`config.mk`:
```
export PLATFORM = sky130hd
export DESIGN_NAME = rv_issue_q
export DESIGN_NICKNAME = d
export VERILOG_FILES = /design/src/rtl/rv_iq_pkg.sv /design/src/rtl/rv_iq_entry.sv /design/src/rtl/rv_issue_q.sv
export SDC_FILE = /design/constraint.sdc
export NUM_CORES = 1
export LEC_CHECK = 0
export CAP_MARGIN = 20
export CELL_PAD_IN_SITES_DETAIL_PLACEMENT = 0
export CELL_PAD_IN_SITES_GLOBAL_PLACEMENT = 1
export CORE_MARGIN = 5
export CORE_UTILIZATION = 44
export CTS_BUF_LIST = sky130_fd_sc_hd__clkbuf_4
export DETAILED_ROUTE_END_ITERATION = 8
export GPL_TIMING_DRIVEN = 0
export HOLD_SLACK_MARGIN = 0.03
export PLACE_DENSITY_LB_ADDON = 0.1
export SETUP_SLACK_MARGIN = 0.3
export SKIP_LAST_GASP = 1
export SYNTH_ARGS = -nofsm -noshare
export SYNTH_HDL_FRONTEND = slang
export SYNTH_SLANG_ARGS = --single-unit
export TNS_END_PERCENT = 100
```
`constraint.sdc`:
```
create_clock -name clk -period 3.6 [get_ports clk]
set_clock_uncertainty 0.15 [all_clocks]
set_input_delay 0.54 -clock clk [delete_from_list [all_inputs] [get_ports clk]]
set_output_delay 0.54 -clock clk [all_outputs]
set_load 0.005 [all_outputs]
```
`src/rtl/rv_iq_pkg.sv`:
```
// Shared types and helpers for the rv_issue_q reservation-station queue.
package rv_iq_pkg;

  // Default geometry of the queue.
  localparam int unsigned IQ_N_DEF      = 16;
  localparam int unsigned IQ_DAT_W_DEF  = 7;
  localparam int unsigned IQ_ITAG_W_DEF = 7;

  // Per-entry status bits. The itags and payload are kept as separate
  // vectors because their widths are module parameters.
  typedef struct packed {
    logic vld;
    logic rdy_a;
    logic rdy_b;
  } iq_flags_t;

  // Width of the occupancy counter. It must be able to hold the value n itself.
  function automatic int unsigned iq_cnt_w(input int unsigned n);
    return $clog2(n) + 1;
  endfunction

  // Entry counts the queue is built for (8, 12 or 16).
  function automatic logic iq_legal_n(input int unsigned n);
    return (n == 32'd8) || (n == 32'd12) || (n == 32'd16);
  endfunction

endpackage

```
`src/rtl/rv_iq_entry.sv`:
```
// One reservation-station slot: registered state, itag wakeup comparators and
// the hold / load-new / load-from-upper-neighbour / clear next-state mux.
module rv_iq_entry
  import rv_iq_pkg::*;
#(
  parameter int unsigned q_dat_width_g  = IQ_DAT_W_DEF,
  parameter int unsigned q_itag_width_g = IQ_ITAG_W_DEF
) (
  input  logic                      clk,
  input  logic                      rst_b,
  input  logic                      flush_i,
  input  logic                      load_i,
  input  logic                      shift_i,
  input  logic                      wk_vld_i,
  input  logic [q_itag_width_g-1:0] wk_itag_i,
  input  iq_flags_t                 new_flg_i,
  input  logic [q_itag_width_g-1:0] new_itag_a_i,
  input  logic [q_itag_width_g-1:0] new_itag_b_i,
  input  logic [q_dat_width_g-1:0]  new_dat_i,
  input  iq_flags_t                 up_flg_i,
  input  logic [q_itag_width_g-1:0] up_itag_a_i,
  input  logic [q_itag_width_g-1:0] up_itag_b_i,
  input  logic [q_dat_width_g-1:0]  up_dat_i,
  output iq_flags_t                 wkn_flg_o,
  output logic [q_itag_width_g-1:0] itag_a_o,
  output logic [q_itag_width_g-1:0] itag_b_o,
  output logic [q_dat_width_g-1:0]  dat_o,
  output logic                      cond_o
);

  iq_flags_t                 flg_q, flg_d, wkn_flg_s;
  logic [q_itag_width_g-1:0] itag_a_q, itag_a_d;
  logic [q_itag_width_g-1:0] itag_b_q, itag_b_d;
  logic [q_dat_width_g-1:0]  dat_q, dat_d;

  // Current flags with this cycle's wakeup folded in. The lower neighbour uses
  // them on a shift so that a wakeup coinciding with the shift is not lost.
  always_comb begin
    wkn_flg_s       = flg_q;
    wkn_flg_s.rdy_a = flg_q.rdy_a | (flg_q.vld & wk_vld_i & (itag_a_q == wk_itag_i));
    wkn_flg_s.rdy_b = flg_q.rdy_b | (flg_q.vld & wk_vld_i & (itag_b_q == wk_itag_i));
  end

  // Next-state select. Flush beats load, and load beats shift, because the
  // allocation slot may be the one that the shift would otherwise refill.
  always_comb begin
    flg_d    = wkn_flg_s;
    itag_a_d = itag_a_q;
    itag_b_d = itag_b_q;
    dat_d    = dat_q;
    if (flush_i) begin
      flg_d    = '0;
      itag_a_d = '0;
      itag_b_d = '0;
      dat_d    = '0;
    end else if (load_i) begin
      flg_d    = new_flg_i;
      itag_a_d = new_itag_a_i;
      itag_b_d = new_itag_b_i;
      dat_d    = new_dat_i;
    end else if (shift_i) begin
      flg_d    = up_flg_i;
      itag_a_d = up_itag_a_i;
      itag_b_d = up_itag_b_i;
      dat_d    = up_dat_i;
    end else begin
      flg_d    = wkn_flg_s;
      itag_a_d = itag_a_q;
      itag_b_d = itag_b_q;
      dat_d    = dat_q;
    end
  end

  // Entry state registers with synchronous active-low reset.
  always_ff @(posedge clk) begin
    if (!rst_b) begin
      flg_q    <= '0;
      itag_a_q <= '0;
      itag_b_q <= '0;
      dat_q    <= '0;
    end else begin
      flg_q    <= flg_d;
      itag_a_q <= itag_a_d;
      itag_b_q <= itag_b_d;
      dat_q    <= dat_d;
    end
  end

  assign wkn_flg_o = wkn_flg_s;
  assign itag_a_o  = itag_a_q;
  assign itag_b_o  = itag_b_q;
  assign dat_o     = dat_q;
  // Issue readiness is taken from registered state only.
  assign cond_o    = flg_q.vld & flg_q.rdy_a & flg_q.rdy_b;

endmodule

```
`src/rtl/rv_issue_q.sv`:
```
// Collapsing, age-ordered issue queue. Index 0 is always the oldest entry. Each
// cycle the oldest ready entry is moved into a registered valid/take issue
// stage and the entries above it slide down by one.
module rv_issue_q
  import rv_iq_pkg::*;
#(
  parameter int unsigned q_num_entries_g = IQ_N_DEF,
  parameter int unsigned q_dat_width_g   = IQ_DAT_W_DEF,
  parameter int unsigned q_itag_width_g  = IQ_ITAG_W_DEF
) (
  input  logic                                      clk,
  input  logic                                      rst_b,
  input  logic                                      flush,
  input  logic                                      in_vld,
  input  logic [q_itag_width_g-1:0]                 in_itag_a,
  input  logic [q_itag_width_g-1:0]                 in_itag_b,
  input  logic                                      in_rdy_a,
  input  logic                                      in_rdy_b,
  input  logic [q_dat_width_g-1:0]                  in_dat,
  output logic                                      in_full,
  input  logic                                      wk_vld,
  input  logic [q_itag_width_g-1:0]                 wk_itag,
  output logic                                      iss_vld,
  output logic [q_dat_width_g-1:0]                  iss_dat,
  input  logic                                      iss_take,
  output logic [iq_cnt_w(q_num_entries_g)-1:0]      q_cnt
);

  localparam int unsigned N  = q_num_entries_g;
  localparam int unsigned CW = iq_cnt_w(q_num_entries_g);

  // Per-entry views.
  iq_flags_t                 wkn_flg_s [N];
  logic [q_itag_width_g-1:0] itag_a_s  [N];
  logic [q_itag_width_g-1:0] itag_b_s  [N];
  logic [q_dat_width_g-1:0]  dat_s     [N];
  iq_flags_t                 up_flg_s  [N];
  logic [q_itag_width_g-1:0] up_itag_a_s [N];
  logic [q_itag_width_g-1:0] up_itag_b_s [N];
  logic [q_dat_width_g-1:0]  up_dat_s  [N];
  logic [N-1:0]              cond_s;
  logic [N-1:0]              mask_s;
  logic [N-1:0]              shift_s;
  logic [N-1:0]              load_s;

  // Control.
  logic                      any_rdy_s;
  logic [q_dat_width_g-1:0]  sel_dat_s;
  logic                      iss_en_s;
  logic                      alloc_s;
  logic [CW-1:0]             alloc_idx_s;
  iq_flags_t                 new_flg_s;

  // Registered state.
  logic [CW-1:0]             cnt_q, cnt_d;
  logic                      full_q, full_d;
  logic                      iss_vld_q, iss_vld_d;
  logic [q_dat_width_g-1:0]  iss_dat_q, iss_dat_d;

  // Entry array. The top slot refills from an empty slot when the queue collapses.
  for (genvar gi = 0; gi < N; gi++) begin : g_ent
    if (gi == N - 1) begin : g_top
      assign up_flg_s[gi]    = '0;
      assign up_itag_a_s[gi] = '0;
      assign up_itag_b_s[gi] = '0;
      assign up_dat_s[gi]    = '0;
    end else begin : g_mid
      assign up_flg_s[gi]    = wkn_flg_s[gi+1];
      assign up_itag_a_s[gi] = itag_a_s[gi+1];
      assign up_itag_b_s[gi] = itag_b_s[gi+1];
      assign up_dat_s[gi]    = dat_s[gi+1];
    end

    rv_iq_entry #(
      .q_dat_width_g  (q_dat_width_g),
      .q_itag_width_g (q_itag_width_g)
    ) u_ent (
      .clk          (clk),
      .rst_b        (rst_b),
      .flush_i      (flush),
      .load_i       (load_s[gi]),
      .shift_i      (shift_s[gi]),
      .wk_vld_i     (wk_vld),
      .wk_itag_i    (wk_itag),
      .new_flg_i    (new_flg_s),
      .new_itag_a_i (in_itag_a),
      .new_itag_b_i (in_itag_b),
      .new_dat_i    (in_dat),
      .up_flg_i     (up_flg_s[gi]),
      .up_itag_a_i  (up_itag_a_s[gi]),
      .up_itag_b_i  (up_itag_b_s[gi]),
      .up_dat_i     (up_dat_s[gi]),
      .wkn_flg_o    (wkn_flg_s[gi]),
      .itag_a_o     (itag_a_s[gi]),
      .itag_b_o     (itag_b_s[gi]),
      .dat_o        (dat_s[gi]),
      .cond_o       (cond_s[gi])
    );
  end

  // Oldest-ready select. mask_s marks the selected entry and everything above it.
  always_comb begin
    logic seen_v;
    seen_v    = 1'b0;
    sel_dat_s = '0;
    mask_s    = '0;
    for (int i = 0; i < N; i++) begin
      sel_dat_s = sel_dat_s | (dat_s[i] & {q_dat_width_g{cond_s[i] & ~seen_v}});
      seen_v    = seen_v | cond_s[i];
      mask_s[i] = seen_v;
    end
    any_rdy_s = seen_v;
  end

  // Issue, allocation and collapse controls.
  always_comb begin
    iss_en_s    = any_rdy_s & (~iss_vld_q | iss_take);
    alloc_s     = in_vld & ~full_q;
    alloc_idx_s = cnt_q - {{(CW-1){1'b0}}, iss_en_s};
    shift_s     = mask_s & {N{iss_en_s}};
    for (int i = 0; i < N; i++) begin
      load_s[i] = alloc_s & (alloc_idx_s == CW'(i));
    end
    // A wakeup that coincides with allocation marks the new source ready.
    new_flg_s.vld   = 1'b1;
    new_flg_s.rdy_a = in_rdy_a | (wk_vld & (wk_itag == in_itag_a));
    new_flg_s.rdy_b = in_rdy_b | (wk_vld & (wk_itag == in_itag_b));
  end

  // Next count, full flag and issue-stage contents.
  always_comb begin
    cnt_d     = cnt_q;
    iss_vld_d = iss_vld_q;
    iss_dat_d = iss_dat_q;
    if (flush) begin
      cnt_d     = '0;
      iss_vld_d = 1'b0;
    end else begin
      cnt_d = cnt_q + {{(CW-1){1'b0}}, alloc_s} - {{(CW-1){1'b0}}, iss_en_s};
      if (iss_en_s) begin
        iss_vld_d = 1'b1;
        iss_dat_d = sel_dat_s;
      end else if (iss_take) begin
        iss_vld_d = 1'b0;
      end else begin
        iss_vld_d = iss_vld_q;
      end
    end
    full_d = (cnt_d == CW'(N));
  end

  // Count, full flag and issue-stage registers. Reset takes priority over flush.
  always_ff @(posedge clk) begin
    if (!rst_b) begin
      cnt_q     <= '0;
      full_q    <= 1'b0;
      iss_vld_q <= 1'b0;
      iss_dat_q <= '0;
    end else begin
      cnt_q     <= cnt_d;
      full_q    <= full_d;
      iss_vld_q <= iss_vld_d;
      iss_dat_q <= iss_dat_d;
    end
  end

  assign in_full = full_q;
  assign q_cnt   = cnt_q;
  assign iss_vld = iss_vld_q;
  assign iss_dat = iss_dat_q;

endmodule

```
== Yosys cells after proc, flatten, opt, wreduce, memory -nomap -nowiden ==
Cells that the tools add are included.
Cells by class
  $lt $le $gt $ge: 0
  muxes and demuxes: 129
  reduce and logical (&&, ||, !) cells: 20
  shift-type cells: 0
  bitwise gates (word level): 216
  $add $sub $neg: 3
  div/mod/pow operators: 0
  equal/unequal tests: 50
  multipliers: 0
Operators with widths (number)
  $mux 7: 94
  $eq 7x7->1: 34
  $and 1x1->1: 115
  $and 7x7->7: 16
  $or 7x7->7: 15
  $mux 3: 32
  $or 1x1->1: 50
  $eq 5x4->1 const B: 8
  $reduce_bool 2->1: 17
  $eq 5x3->1 const B: 4
  $not 1->1: 19
  $and 16x16->16: 1
  $eq 5x2->1 const B: 2
  $sub 5x1->5: 2
  $add 5x1->5: 1
  $eq 5x1->1 const B: 1
  $eq 5x5->1 const B: 1
  $logic_not 5->1: 1
  $mux 5: 1
  $mux 1: 2
  $reduce_and 2->1: 1
  $reduce_or 2->1: 1
Word-level totals
  memory bits (writable): 0
  memories kept: 0
  input port bits: 36
  bits in registers: 398
  latch bits: 0
  ROM bits: 0
  logic and storage cells: 518
  output and inout bits: 14

== Logic depth before layout (Yosys ltp) ==
Gate-level depths: netlist of the first run.
  word-level depth: 22
  depth in mapped cells: 17
  mapped depth without buffers: 16

== Modules after synthesis ==
Synthesis of the first run repeated with hierarchy kept, for this count alone.
Second synthesis, totals
  cells, all modules: 2852
  area, all modules: 23094.6 um2
Modules (own cells, without submodules)
  rv_iq_entry: times used 16, cells each 158, sequential area each 480.5 um2, area each 1306.3 um2
  rv_issue_q: times used 1, cells each 324, sequential area each 280.3 um2, area each 2194.6 um2

== Worst setup path before layout of the first run ==
OpenSTA, ideal clock, no wires.
  kind: register -> register
  start: register g_ent[9].u_ent.flg_q[0] (netlist name)
  end: register g_ent[11].u_ent.flg_q[0] (netlist name)
  library setup time: 122 ps
  data required time: 3328 ps
  period minus slack after synthesis: 3574 ps
  path slack: 26 ps
  arrival: 3302 ps
  buffers on the path: 2
  stages on the path, launching flop included: 15
  path through: dfxtp_1 > and3_1 > or2_1 > or4_4 > o21ai_4 > inv_2 > ha_1 > nand2b_1 > a21o_1 > and2_1 > clkbuf_1 > buf_2 > nor3_1 > nor3_1 > a221o_1
Between the ends
  word-level cells in the longest chain between the ends: 13
  elaborated cells on any way between the ends: 15
  those cells by class: add/sub: 1; eq/ne: 1; mux: 2; bitwise: 11
RTL lines
  start, declared: RTL line rv_iq_entry.sv:31  | iq_flags_t flg_q, flg_d, wkn_flg_s;
  start signal, assigned: RTL line rv_iq_entry.sv:82  | flg_q <= flg_d;
  $and 1x1->1 (*): RTL line rv_iq_entry.sv:94  | assign cond_o = flg_q.vld & flg_q.rdy_a & flg_q.rdy_b;
  $or 1x1->1 (*) (7 in series): RTL line rv_issue_q.sv:109  | seen_v = seen_v | cond_s[i];
  $and 1x1->1 (*): RTL line rv_issue_q.sv:117  | iss_en_s = any_rdy_s & (~iss_vld_q | iss_take);
  via iss_en_s: RTL line rv_issue_q.sv:49  | logic iss_en_s;
  $sub 5x1->5: RTL line rv_issue_q.sv:119  | alloc_idx_s = cnt_q - {{(CW-1){1'b0}}, iss_en_s};
  $eq 5x4->1: RTL line rv_issue_q.sv:122  | load_s[i] = alloc_s & (alloc_idx_s == CW'(i));
  $and 1x1->1: RTL line rv_issue_q.sv:122
  $mux 3 (*): RTL line rv_iq_entry.sv:56  | end else if (load_i) begin
  end signal, assigned: RTL line rv_iq_entry.sv:82
  end, declared: RTL line rv_iq_entry.sv:31
The timed path passes the listed nets; every way through them passes the cells marked *. The select of a mux whose other input is x is not followed.
A chain may end at the register's enable or synchronous reset.

== Worst setup path after layout of the first run ==
  start: register g_ent[13].u_ent.flg_q (netlist bit g_ent[13].u_ent.wkn_flg_o[2])
  end: register g_ent[9].u_ent.dat_q[1]
Between the ends
  word-level cells in the longest chain between the ends: 10
  elaborated cells on any way between the ends: 12
  those cells by class: add/sub: 1; eq/ne: 1; mux: 1; bitwise: 8; reduce/logical: 1
RTL lines
  start, declared: RTL line rv_iq_entry.sv:31
  start signal, assigned: RTL line rv_iq_entry.sv:82
  $and 1x1->1 (*) (2 in series): RTL line rv_iq_entry.sv:94
  $or 1x1->1 (*) (3 in series): RTL line rv_issue_q.sv:109
  $and 1x1->1 (*): RTL line rv_issue_q.sv:117
  via iss_en_s: RTL line rv_issue_q.sv:49
  $sub 5x1->5: RTL line rv_issue_q.sv:119
  $eq 5x4->1: RTL line rv_issue_q.sv:122
  $and 1x1->1: RTL line rv_issue_q.sv:122
  $mux 7 / $reduce_bool 2->1 (equally long branches)
  end signal, assigned: RTL line rv_iq_entry.sv:85  | dat_q <= dat_d;
  end, declared: RTL line rv_iq_entry.sv:34  | logic [q_dat_width_g-1:0] dat_q, dat_d;
The timed path passes the listed nets; every way through them passes the cells marked *.

==> flow_metrics.py, run 1 <==
metrics = {
    "power_and_ir_drop": {
        "vdd_drop_max_uv": 264,
        "p_leak_nw": 10.2,
        "power.total_mw": 10.1,
        "p_per_area_nw_per_um2": 349,
    },
    "finish": {
        "finalNonFillerCells": 3601,
        "seq_area_um2": 7990,
        "fin_area_um2": 29000,
        "drive_above_1_share_pct": 29.2,
        "multi_input_area_um2": 14400,
        "post-route-util_pct": 61.0,
        "finalNetCount": 2938,
        "syn_to_final_growth_pct": 37.7,
        "fill_cells": 4227,
    },
    "min_path": {
        "hold_path_depth": 3,
        "min_to": "g_ent[5].u_ent.itag_a_o[5]$_SDFFE_PP0P_",
        "hp-class": "input port to register",
        "hold_start": "in_itag_a[5]",
    },
    "logic_synthesis": {
        "syn-cell-area_um2": 21100,
        "yosysUniqueCellTypes": 59,
        "ys.flop_type": "dfxtp_1",
        "syn-num-nets": 2668,
        "yosysTopAreaCellShare_pct": 37.8,
        "ys_seq_area_share_pct": 37.8,
        "ys.warnings.count": 0,
        "synth_top_area_cell": "dfxtp_1",
        "synth.ff_latch_count": 398,
        "synth_edf_count": 0,
        "avgSynthCellArea_um2": 8.03,
        "ys_top_cells_by_area": "dfxtp_1 38%, xor2_1 9.5%, mux2i_1 8.9%, o21ai_0 6.9%, a21oi_1 6.4%",
        "synthCells": 2621,
        "async_reset_ff_share_pct": 0,
    },
    "run": {
        "drv_cap": 0,
    },
    "clock_tree": {
        "htree_levels": 3,
        "root_buffer": "clkbuf_4",
        "clockBufferDepth": 3,
        "clock-sinks": 398,
        "clk_pin_slew_ns": 0.07,
        "cts_tree": "yes",
        "clk_latency_ns": 0.92,
        "cts_buffers": 112,
    },
    "grt": {
        "track_usage_pct": 33.1,
        "antenna_found_initial": 2,
        "grt-ovfl-total": 0,
        "grt_max_degree": 16,
        "grt_pass1_vias": 21400,
        "grt_pass1_wl_um": 131000,
    },
    "place": {
        "dpl_worst_slack_ns": -1.03,
        "gp_congestion": 1.01,
        "post-dp-hpwl_um": 69100,
        "numPortBuffers": 27,
        "postPlaceCellArea_um2": 22300,
        "place_inst": 3264,
    },
    "setup_path": {
        "regToRegSetupSlack_ns": -0.11,
        "cpPeakStageDelay_ns": 0.45,
        "critPathSlowestCell": "or4_4",
        "startpoint_type": "register",
        "r2r-start": "g_ent[13].u_ent.wkn_flg_o[2]$_SDFFE_PP0P_",
        "crit_path_cell_trace": "and3_4 -> or2_4 -> or4_4 -> o21ai_4 -> inv_2 -> ha_4 -> ha_4 -> a21o_4 -> a2111oi_4 -> buf_6 -> nand3b_1 -> buf_6 -> clkbuf_16 -> o21ai_2 -> a21oi_2",
        "cp-end-kind": "register",
        "reg2reg_to": "g_ent[9].u_ent.dat_o[1]$_SDFFE_PP0P_",
        "worstPathMaxFanout": 7,
        "cpLargestDelayFamily": "simple AND/OR/NAND/NOR gates",
        "critPathArrivalTime_ns": 4.34,
        "path_buf_inv": 4,
        "r2r_cells": 15,
        "path_class": "register to register",
        "crit_required_ns": 4.23,
    },
    "drt": {
        "drtAntennaViolNets": 0,
        "dr.max_layer_used": "met4",
        "drc_errors": 0,
        "drt_iter0_drc": 1716,
        "wire_per_inst_um": 26.5,
        "wl_met2_um": 44300,
        "viasPerCell": 6.07,
        "routed_wl_um": 95400,
        "met1_length_um": 35300,
        "dr_wl_met3_um": 7500,
        "drt-pass1-iter-count": 5,
        "vias": 21900,
    },
    "timing": {
        "max_slew_margin_pct": 21.4,
        "period_share_pct": 103,
        "final-hold-violation-count": 0,
        "fin_ws_ns": -0.108,
        "finalSetupTns_ns": -3.74,
        "finalCriticalPeriod_ns": 3.71,
        "rsz0062_at_grt": "yes",
        "clock.fmax_mhz": 270,
        "slew_viol_final": 0,
        "setup_viol": 96,
        "worst_slew_pin_slew_ns": 1.18,
        "hold_ws_ns": 0.157,
    },
    "floorplanning": {
        "fp-row-count": 80,
        "chipHeight_um": 229,
        "die_w_um": 229,
        "coreArea_um2": 47500,
        "initial_utilization_pct": 44.3,
        "io_pins": 50,
        "dieArea_um2": 52300,
    },
    "outcome": {
        "outcome": "complete, but fails checks",
        "failed_checks": "setup timing",
    },
}
cells in the final DEF, fill, tap and decap left out, types with 59 or more instances in the layout:
cell type	netlist	final
a21oi_1	271	188
a21oi_2	0	80
a31oi_1	135	115
clkbuf_1	186	108
clkbuf_4	0	176
dfxtp_1	398	388
mux2i_1	187	187
nand2_1	351	348
nor2_1	106	59
nor4_1	72	71
o21ai_0	290	76
o21ai_1	2	59
o21ai_2	2	138
xor2_1	228	227
Yosys cell counts, types with 2 or more instances:
| master | instances |
|---|---|
| a2111oi_0 | 13 |
| a211oi_1 | 45 |
| a21o_1 | 3 |
| a21oi_1 | 271 |
| a221o_1 | 9 |
| a221oi_1 | 7 |
| a22o_1 | 6 |
| a22oi_1 | 9 |
| a31oi_1 | 135 |
| a31oi_2 | 3 |
| a32o_1 | 2 |
| a41o_1 | 2 |
| and2_1 | 4 |
| and3_1 | 24 |
| and4_1 | 4 |
| buf_1 | 16 |
| buf_2 | 44 |
| buf_4 | 6 |
| clkbuf_1 | 186 |
| dfxtp_1 | 398 |
| ha_1 | 10 |
| inv_1 | 10 |
| mux2_2 | 4 |
| mux2i_1 | 187 |
| nand2_1 | 351 |
| nand2_2 | 2 |
| nand2b_1 | 3 |
| nand3_1 | 61 |
| nand3b_1 | 2 |
| nand4_1 | 10 |
| nor2_1 | 106 |
| nor2b_1 | 4 |
| nor3_1 | 26 |
| nor3_2 | 3 |
| nor3b_1 | 3 |
| nor4_1 | 72 |
| o211ai_1 | 2 |
| o21ai_0 | 290 |
| o21ai_1 | 2 |
| o21ai_2 | 2 |
| o22ai_1 | 9 |
| o2bb2ai_1 | 6 |
| or3_1 | 11 |
| xnor2_1 | 16 |
| xor2_1 | 228 |
repair_timing:
item,CTS,global route
setup endpoints to repair,389,393
pin swaps,34,62
hold buffers,4,0
gates cloned,30,18
setup buffers,43,31
endpoints found under the hold margin,5,0
resized for setup,488,518
state kept, by name, summed over array words and instances, names as in the netlist:
signal and cells:
g_ent.u_ent.dat_o 112, g_ent.u_ent.flg_q 32, g_ent.u_ent.itag_a_o 112, iss_dat 7, iss_vld 1, in_full 1
g_ent.u_ent.itag_b_o 112, q_cnt 5, g_ent.u_ent.wkn_flg_o 16
power breakdown:
group / leakage (nW) / switching (mW) / internal, mW
sequential: 3.21 / 0.0249 / 4.43
clock: 0.913 / 2.13 / 2.47
combinational: 6.04 / 0.730 / 0.346
cell families (layout without fill, tap and decap cells):
logic type                 after synthesis  count (layout)  synth area share [%]
AOI/OAI and AO/OA                      822             822                  22.3
xor gates and xnor gates               244             244                  10.2
adders and majority gates               11              11                 0.689
buffers and inverters                  263             625                  5.06
DFF                                    398             398                  37.8
muxes                                  191             191                  9.10
other                                    0               2                     0
and+or+nand+nor                        692             693                  14.9
worst reg2reg max path: cells and delay by family, from the launching register on:
kind | cells | cell delay [ns]
compound gates | 5 | 0.95
fa+ha+maj | 2 | 0.35
flops | 1 | 0.33
simple gates | 4 | 1.10
buf+inv | 4 | 0.68
metal layers:
metal	up-vias	GRT usage, %
met5	-	0
met3	396	6.39
met2	1015	54.5
met4	0	23.3
met1	10400	38.8
li1	10100	-
final cells by class:
type,instances,area share [%]
Timing Repair Buffer,155,7.05
Inverter,11,0.142
Antenna cell,2,0.0173
Sequential cell,398,27.5
Clock inverter,33,0.798
Tap cell,615,2.65
Multi-Input combinational cell,1961,49.6
Buffer,252,7.72
Clock buffer,174,4.50
worst max path at each step:
stage                                              start                                        to  slack [ns]  depth (start not counted)
2_1_floorplan        g_ent[13].u_ent.flg_q[0]$_SDFF_PP0_   g_ent[9].u_ent.itag_a_o[3]$_SDFFE_PP0P_        0.27                         13
3_3_place_gp    g_ent[2].u_ent.wkn_flg_o[2]$_SDFFE_PP0P_   g_ent[1].u_ent.itag_b_o[2]$_SDFFE_PP0P_       -1.02                         13
3_5_place_dp    g_ent[2].u_ent.wkn_flg_o[2]$_SDFFE_PP0P_   g_ent[1].u_ent.itag_b_o[5]$_SDFFE_PP0P_       -1.03                         13
4_1_cts              g_ent[13].u_ent.flg_q[0]$_SDFF_PP0_   g_ent[8].u_ent.itag_b_o[2]$_SDFFE_PP0P_       -0.04                         13
5_1_grt        g_ent[13].u_ent.wkn_flg_o[2]$_SDFFE_PP0P_  g_ent[10].u_ent.itag_b_o[2]$_SDFFE_PP0P_       -0.10                         16
6_report       g_ent[13].u_ent.wkn_flg_o[2]$_SDFFE_PP0P_      g_ent[9].u_ent.dat_o[1]$_SDFFE_PP0P_       -0.11                         15
Note: power is estimated with default switching activity, not from simulation.
==> run 2: changes to the inputs <==
- GPL_TIMING_DRIVEN: 0 -> default
==> flow_metrics.py, run 2 (same netlist as run 1, synthesis figures left out) <==
metrics = {
    "timing": {
        "finalCriticalPeriod_ns": 3.46,
        "slew_viol_final": 0,
        "fin_ws_ns": 0.145,
        "setup_viol": 0,
        "rsz0062_at_grt": "yes",
        "final-hold-violation-count": 0,
        "clock.fmax_mhz": 289,
        "worst_slew_pin_slew_ns": 1.10,
        "max_slew_margin_pct": 26.5,
        "finalSetupTns_ns": 0,
        "hold_ws_ns": 0.332,
        "period_share_pct": 96.0,
    },
    "setup_path": {
        "regToRegSetupSlack_ns": 0.14,
        "reg2reg_to": "g_ent[13].u_ent.dat_o[2]$_SDFFE_PP0P_",
        "crit_required_ns": 4.23,
        "r2r_cells": 15,
        "r2r-start": "g_ent[13].u_ent.flg_q[0]$_SDFF_PP0_",
        "critPathArrivalTime_ns": 4.09,
        "worstPathMaxFanout": 6,
        "cp-end-kind": "register",
        "endpoint": "g_ent[13].u_ent.dat_o[2]$_SDFFE_PP0P_",
        "path_class": "register to register",
        "startpoint_type": "register",
        "cp-startpoint": "g_ent[13].u_ent.flg_q[0]$_SDFF_PP0_",
    },
    "floorplanning": {
        "fp-row-count": 80,
        "chipHeight_um": 229,
        "initial_utilization_pct": 44.3,
        "coreArea_um2": 47500,
        "die_w_um": 229,
        "dieArea_um2": 52300,
        "io_pins": 50,
    },
    "finish": {
        "finalNetCount": 2780,
        "seq_area_um2": 7970,
        "final_cell_mix": "397 x dfxtp_1, 349 x nand2_1, 244 x a21oi_1",
        "syn_to_final_growth_pct": 23.6,
        "final_common_cell": "dfxtp_1",
        "drive_above_1_share_pct": 20.1,
        "fill_cells": 4475,
        "fin_area_um2": 26000,
        "multi_input_area_um2": 13000,
    },
    "clock_tree": {
        "cts_buffers": 112,
        "htree_levels": 3,
        "root_buffer": "clkbuf_4",
        "cts_tree": "yes",
        "clk_pin_slew_ns": 0.07,
        "clockBufferDepth": 3,
        "clk_latency_ns": 0.90,
        "clock-sinks": 398,
    },
    "power_and_ir_drop": {
        "p_per_area_nw_per_um2": 368,
        "vdd_drop_max_uv": 288,
        "p_leak_nw": 9.26,
    },
    "grt": {
        "track_usage_pct": 28.2,
        "grt-ovfl-total": 0,
        "grt_pass1_vias": 19500,
        "grt_pass1_wl_um": 117000,
        "antenna_found_initial": 1,
        "grt_max_degree": 109,
    },
    "drt": {
        "vias": 20800,
        "viasPerCell": 6.04,
        "routed_wl_um": 83700,
        "drt-pass1-iter-count": 6,
        "wire_per_inst_um": 24.3,
        "drc_errors": 0,
        "drt_iter0_drc": 1577,
        "drtAntennaViolNets": 0,
    },
    "min_path": {
        "hold_path_depth": 2,
        "hp-class": "register to register",
        "hold_start": "g_ent[9].u_ent.dat_o[5]$_SDFFE_PP0P_",
    },
    "place": {
        "numPortBuffers": 49,
        "post-dp-hpwl_um": 53100,
        "gp_congestion": 0.865,
        "dpl_worst_slack_ns": 0.0174,
        "postPlaceCellArea_um2": 22800,
    },
    "run": {
        "drv_cap": 0,
    },
    "outcome": {
        "outcome": "complete, no violations",
    },
}
-- run 2: cell count changes in the layout (fill, tap and decap cells not counted), sizes merged --
cell	previous run	this run
clkdlybuf4s50	27	42
and2	4	5
clkbuf	358	193
clkinvlp	0	2
clkinv	27	22
diode	2	1
nand3	63	62
buf	190	189
dlygate4sd3	4	0
clkdlybuf4s15	2	0
bufinv	4	1
-- run 2: critical path, cell delays in order, from the launching register on --
cell,delay (ns)
dfxtp_1,0.32
and3_4,0.19
or2_4,0.24
or4_4,0.44
o21ai_4,0.15
inv_2,0.07
ha_4,0.16
ha_4,0.16
a21o_4,0.23
a2111oi_4,0.32
buf_4,0.19
nand3b_1,0.11
buf_6,0.18
buf_8,0.15
clkbuf_16,0.17
a31oi_1,0.12
-- run 2: repair_timing --
action	CTS	global route
endpoints found under the hold margin	0	0
endpoints found under the setup margin	383	378
gates resized for setup	29	267
buffers inserted	11	9
gates cloned	3	28
hold buffers	0	0
pin swaps	14	36
-- run 2: where the power goes --
group | switching [mW] | internal, mW | total [mW]
Combinational | 0.552 | 0.280 | 0.832
Sequential | 0.0246 | 4.43 | 4.46
Clock | 2.04 | 2.26 | 4.30
-- run 2: layout make-up --
type / count / share of cell area [%]
Antenna cell: 1 / 0.00961
Clock buffer: 175 / 5.05
Clock inverter: 27 / 0.524
Inverter: 11 / 0.168
Multi-Input combinational cell: 1961 / 50.1
Sequential cell: 398 / 30.6
Tap cell: 615 / 2.96
Timing Repair Buffer: 249 / 10.6
-- run 2: worst min-delay path by stage --
stage                                       endpoint  slack, ns
5_1_grt                      iss_dat[2]$_SDFFE_PN0P_       0.33
2_1_floorplan  g_ent[14].u_ent.dat_o[6]$_SDFFE_PP0P_       0.29
3_3_place_gp   g_ent[12].u_ent.dat_o[6]$_SDFFE_PP0P_       0.31
3_5_place_dp   g_ent[14].u_ent.dat_o[1]$_SDFFE_PP0P_       0.32
4_1_cts                      iss_dat[5]$_SDFFE_PN0P_       0.28
6_report        g_ent[8].u_ent.dat_o[5]$_SDFFE_PP0P_       0.33
-- run 2: layer usage --
metal	global-route usage [%]	vias to the layer above	routed length, um
met5	0	-	0
met3	5.44	221	5560
li1	-	9695	-
met4	13.1	0	4270
met1	37.3	9997	35400
met2	44.6	846	38500
-- run 2: stage by stage --
stage / instances / utilization [%] / total power [mW]
6_report: 3437 / 54.7 / 9.59
4_1_cts: 3397 / 51.6 / 9.54
3_3_place_gp: 3179 / 47.9 / 5.25
3_5_place_dp: 3181 / 48.1 / 5.25
5_1_grt: 3437 / 54.7 / 9.97
2_1_floorplan: 2621 / - / 4.97
==> run 3: changes to the inputs <==
- CAP_MARGIN: 20 -> default
==> flow_metrics.py, run 3 (same netlist as run 1, synthesis figures left out) <==
metrics = {
    "power_and_ir_drop": {
        "vdd_drop_max_uv": 201,
        "comb_power_share_pct": 8.8,
        "power.total_mw": 9.52,
        "switching_power_mw": 2.58,
        "p_clk_share_pct": 44.4,
        "internal-power_mw": 6.93,
        "p_leak_nw": 9.22,
        "p_per_area_nw_per_um2": 368,
        "power.share.sequential_pct": 46.8,
        "netSwitchingFraction_pct": 27.1,
    },
    "floorplanning": {
        "fp-row-count": 80,
        "chipHeight_um": 229,
        "initial_utilization_pct": 44.3,
        "coreArea_um2": 47500,
        "io_pins": 50,
        "dieArea_um2": 52300,
        "die_w_um": 229,
    },
    "finish": {
        "final_cell_mix": "395 x dfxtp_1, 342 x nand2_1, 234 x a21oi_1",
        "final_common_cell": "dfxtp_1",
        "fin_area_um2": 25900,
        "finalNetCount": 2784,
        "syn_to_final_growth_pct": 22.8,
        "drive_above_1_share_pct": 20.6,
        "post-route-util_pct": 54.4,
        "fill_cells": 4492,
    },
    "grt": {
        "grt_max_degree": 109,
        "grt_pass1_vias": 19900,
        "antenna_found_initial": 2,
        "grt-ovfl-total": 0,
        "track_usage_pct": 29.1,
        "grt_pass1_wl_um": 120000,
    },
    "timing": {
        "slew_viol_final": 0,
        "clock.fmax_mhz": 283,
        "max_slew_margin_pct": 13.4,
        "finalSetupTns_ns": 0,
        "period_share_pct": 98.1,
        "hold_ws_ns": 0.318,
        "worst_slew_pin_slew_ns": 1.30,
        "finalCriticalPeriod_ns": 3.53,
        "final-hold-violation-count": 0,
        "setup_viol": 0,
        "rsz0062_at_grt": "yes",
    },
    "outcome": {
        "outcome": "complete, no violations",
    },
    "setup_path": {
        "crit_required_ns": 4.18,
        "cpPeakStageDelay_ns": 0.39,
        "path_class": "register to register",
        "critPathMostFrequentCell": "ha_4",
        "cp-end-kind": "register",
        "worstPathMaxFanout": 6,
        "startpoint_type": "register",
        "crit_path_cell_trace": "and3_1 -> nor4_2 -> buf_4 -> nand2_2 -> o21ai_4 -> inv_2 -> ha_4 -> ha_4 -> a21o_4 -> nand2_4 -> buf_12 -> buf_6 -> and4_4 -> nand3_4 -> clkbuf_16 -> o21ai_0 -> a21oi_1",
        "critPathArrivalTime_ns": 4.12,
        "critPathSlowestCell": "dfxtp_1",
    },
    "place": {
        "gp_congestion": 0.865,
        "numPortBuffers": 49,
        "postPlaceCellArea_um2": 22800,
        "post-dp-hpwl_um": 52900,
    },
    "drt": {
        "drt_iter0_drc": 1705,
        "routed_wl_um": 82800,
        "vias": 20800,
        "viasPerCell": 6.06,
        "drc_errors": 0,
        "wire_per_inst_um": 24.1,
        "drtAntennaViolNets": 0,
        "drt-pass1-iter-count": 6,
    },
    "clock_tree": {
        "clockBufferDepth": 3,
        "root_buffer": "clkbuf_4",
        "clk_latency_ns": 0.90,
        "clock-sinks": 398,
        "htree_levels": 3,
        "cts_tree": "yes",
        "cts_buffers": 109,
        "clk_pin_slew_ns": 0.07,
        "cts_hold_buffers": 0,
    },
    "min_path": {
        "hp-class": "input port to register",
    },
    "run": {
        "drv_cap": 0,
    },
}
run 3: power groups by stage:
stage                     sequential [mW]  combinational, mW  clock (mW)
after floorplan                      4.55              0.419           0
after global placement               4.55              0.694           0
after detailed placement             4.55              0.700           0
after CTS                            4.45              0.722        4.29
after global routing                 4.46              0.883        4.52
final                                4.46              0.838        4.22
run 3: worst paths after layout:
kind | from | to | slack [ns] | cells after the start
worst min-delay path | rst_b | iss_dat[5]$_SDFFE_PN0P_ | 0.32 | 4
worst min register to register | g_ent[14].u_ent.dat_o[6]$_SDFFE_PP0P_ | g_ent[14].u_ent.dat_o[6]$_SDFFE_PP0P_ | 0.33 | 2
worst max register to register | g_ent[1].u_ent.flg_q[1]$_SDFF_PP0_ | g_ent[0].u_ent.dat_o[2]$_SDFFE_PP0P_ | 0.07 | 17
worst max-delay path | g_ent[1].u_ent.flg_q[1]$_SDFF_PP0_ | g_ent[0].u_ent.dat_o[2]$_SDFFE_PP0P_ | 0.07 | 17
run 3: metrics by stage:
stage / std cells / setup slack, ns
after floorplan: 2621 / 0.271
after global placement: 3179 / 0.0250
after detailed placement: 3179 / 0.00405
after CTS: 3404 / 0.101
after global routing: 3431 / 0.0157
final: 3434 / 0.0691
run 3: routing by layer:
layer / vias to the layer above / share of wire [%] / global-route usage (%)
met3: 237 / 6.0 / 4.83
met5: - / 0 / 0
met2: 821 / 45 / 45.8
met1: 10100 / 43 / 38.9
met4: 0 / 5.7 / 14.4
li1: 9680 / - / -
run 3: repair_timing:
item | 4_1_cts | 5_1_grt
setup endpoints to repair | 383 | 390
pin swaps | 35 | 41
gates cloned | 10 | 13
gates resized for setup | 75 | 203
setup buffers | 27 | 12
run 3: area by class of cell:
class,count,area (um2),share of cell area [%]
Sequential cell,398,7970,30.8
Multi-Input combinational cell,1962,12900,50.0
Inverter,11,41.3,0.160
Clock buffer,166,1250,4.82
Clock inverter,22,146,0.566
Tap cell,615,769,2.98
Antenna cell,5,12.5,0.0484
Timing Repair Buffer,255,2730,10.6
run 3: critical path, delay by kind of cell, from the launching register on:
| family | cells | cell delay (ns) |
|---|---|---|
| buffers and inverters | 5 | 0.69 |
| AOI/OAI and AO/OA | 4 | 0.62 |
| and+or+nand+nor | 6 | 1.17 |
| adders and majority gates | 2 | 0.32 |
| DFF | 1 | 0.39 |
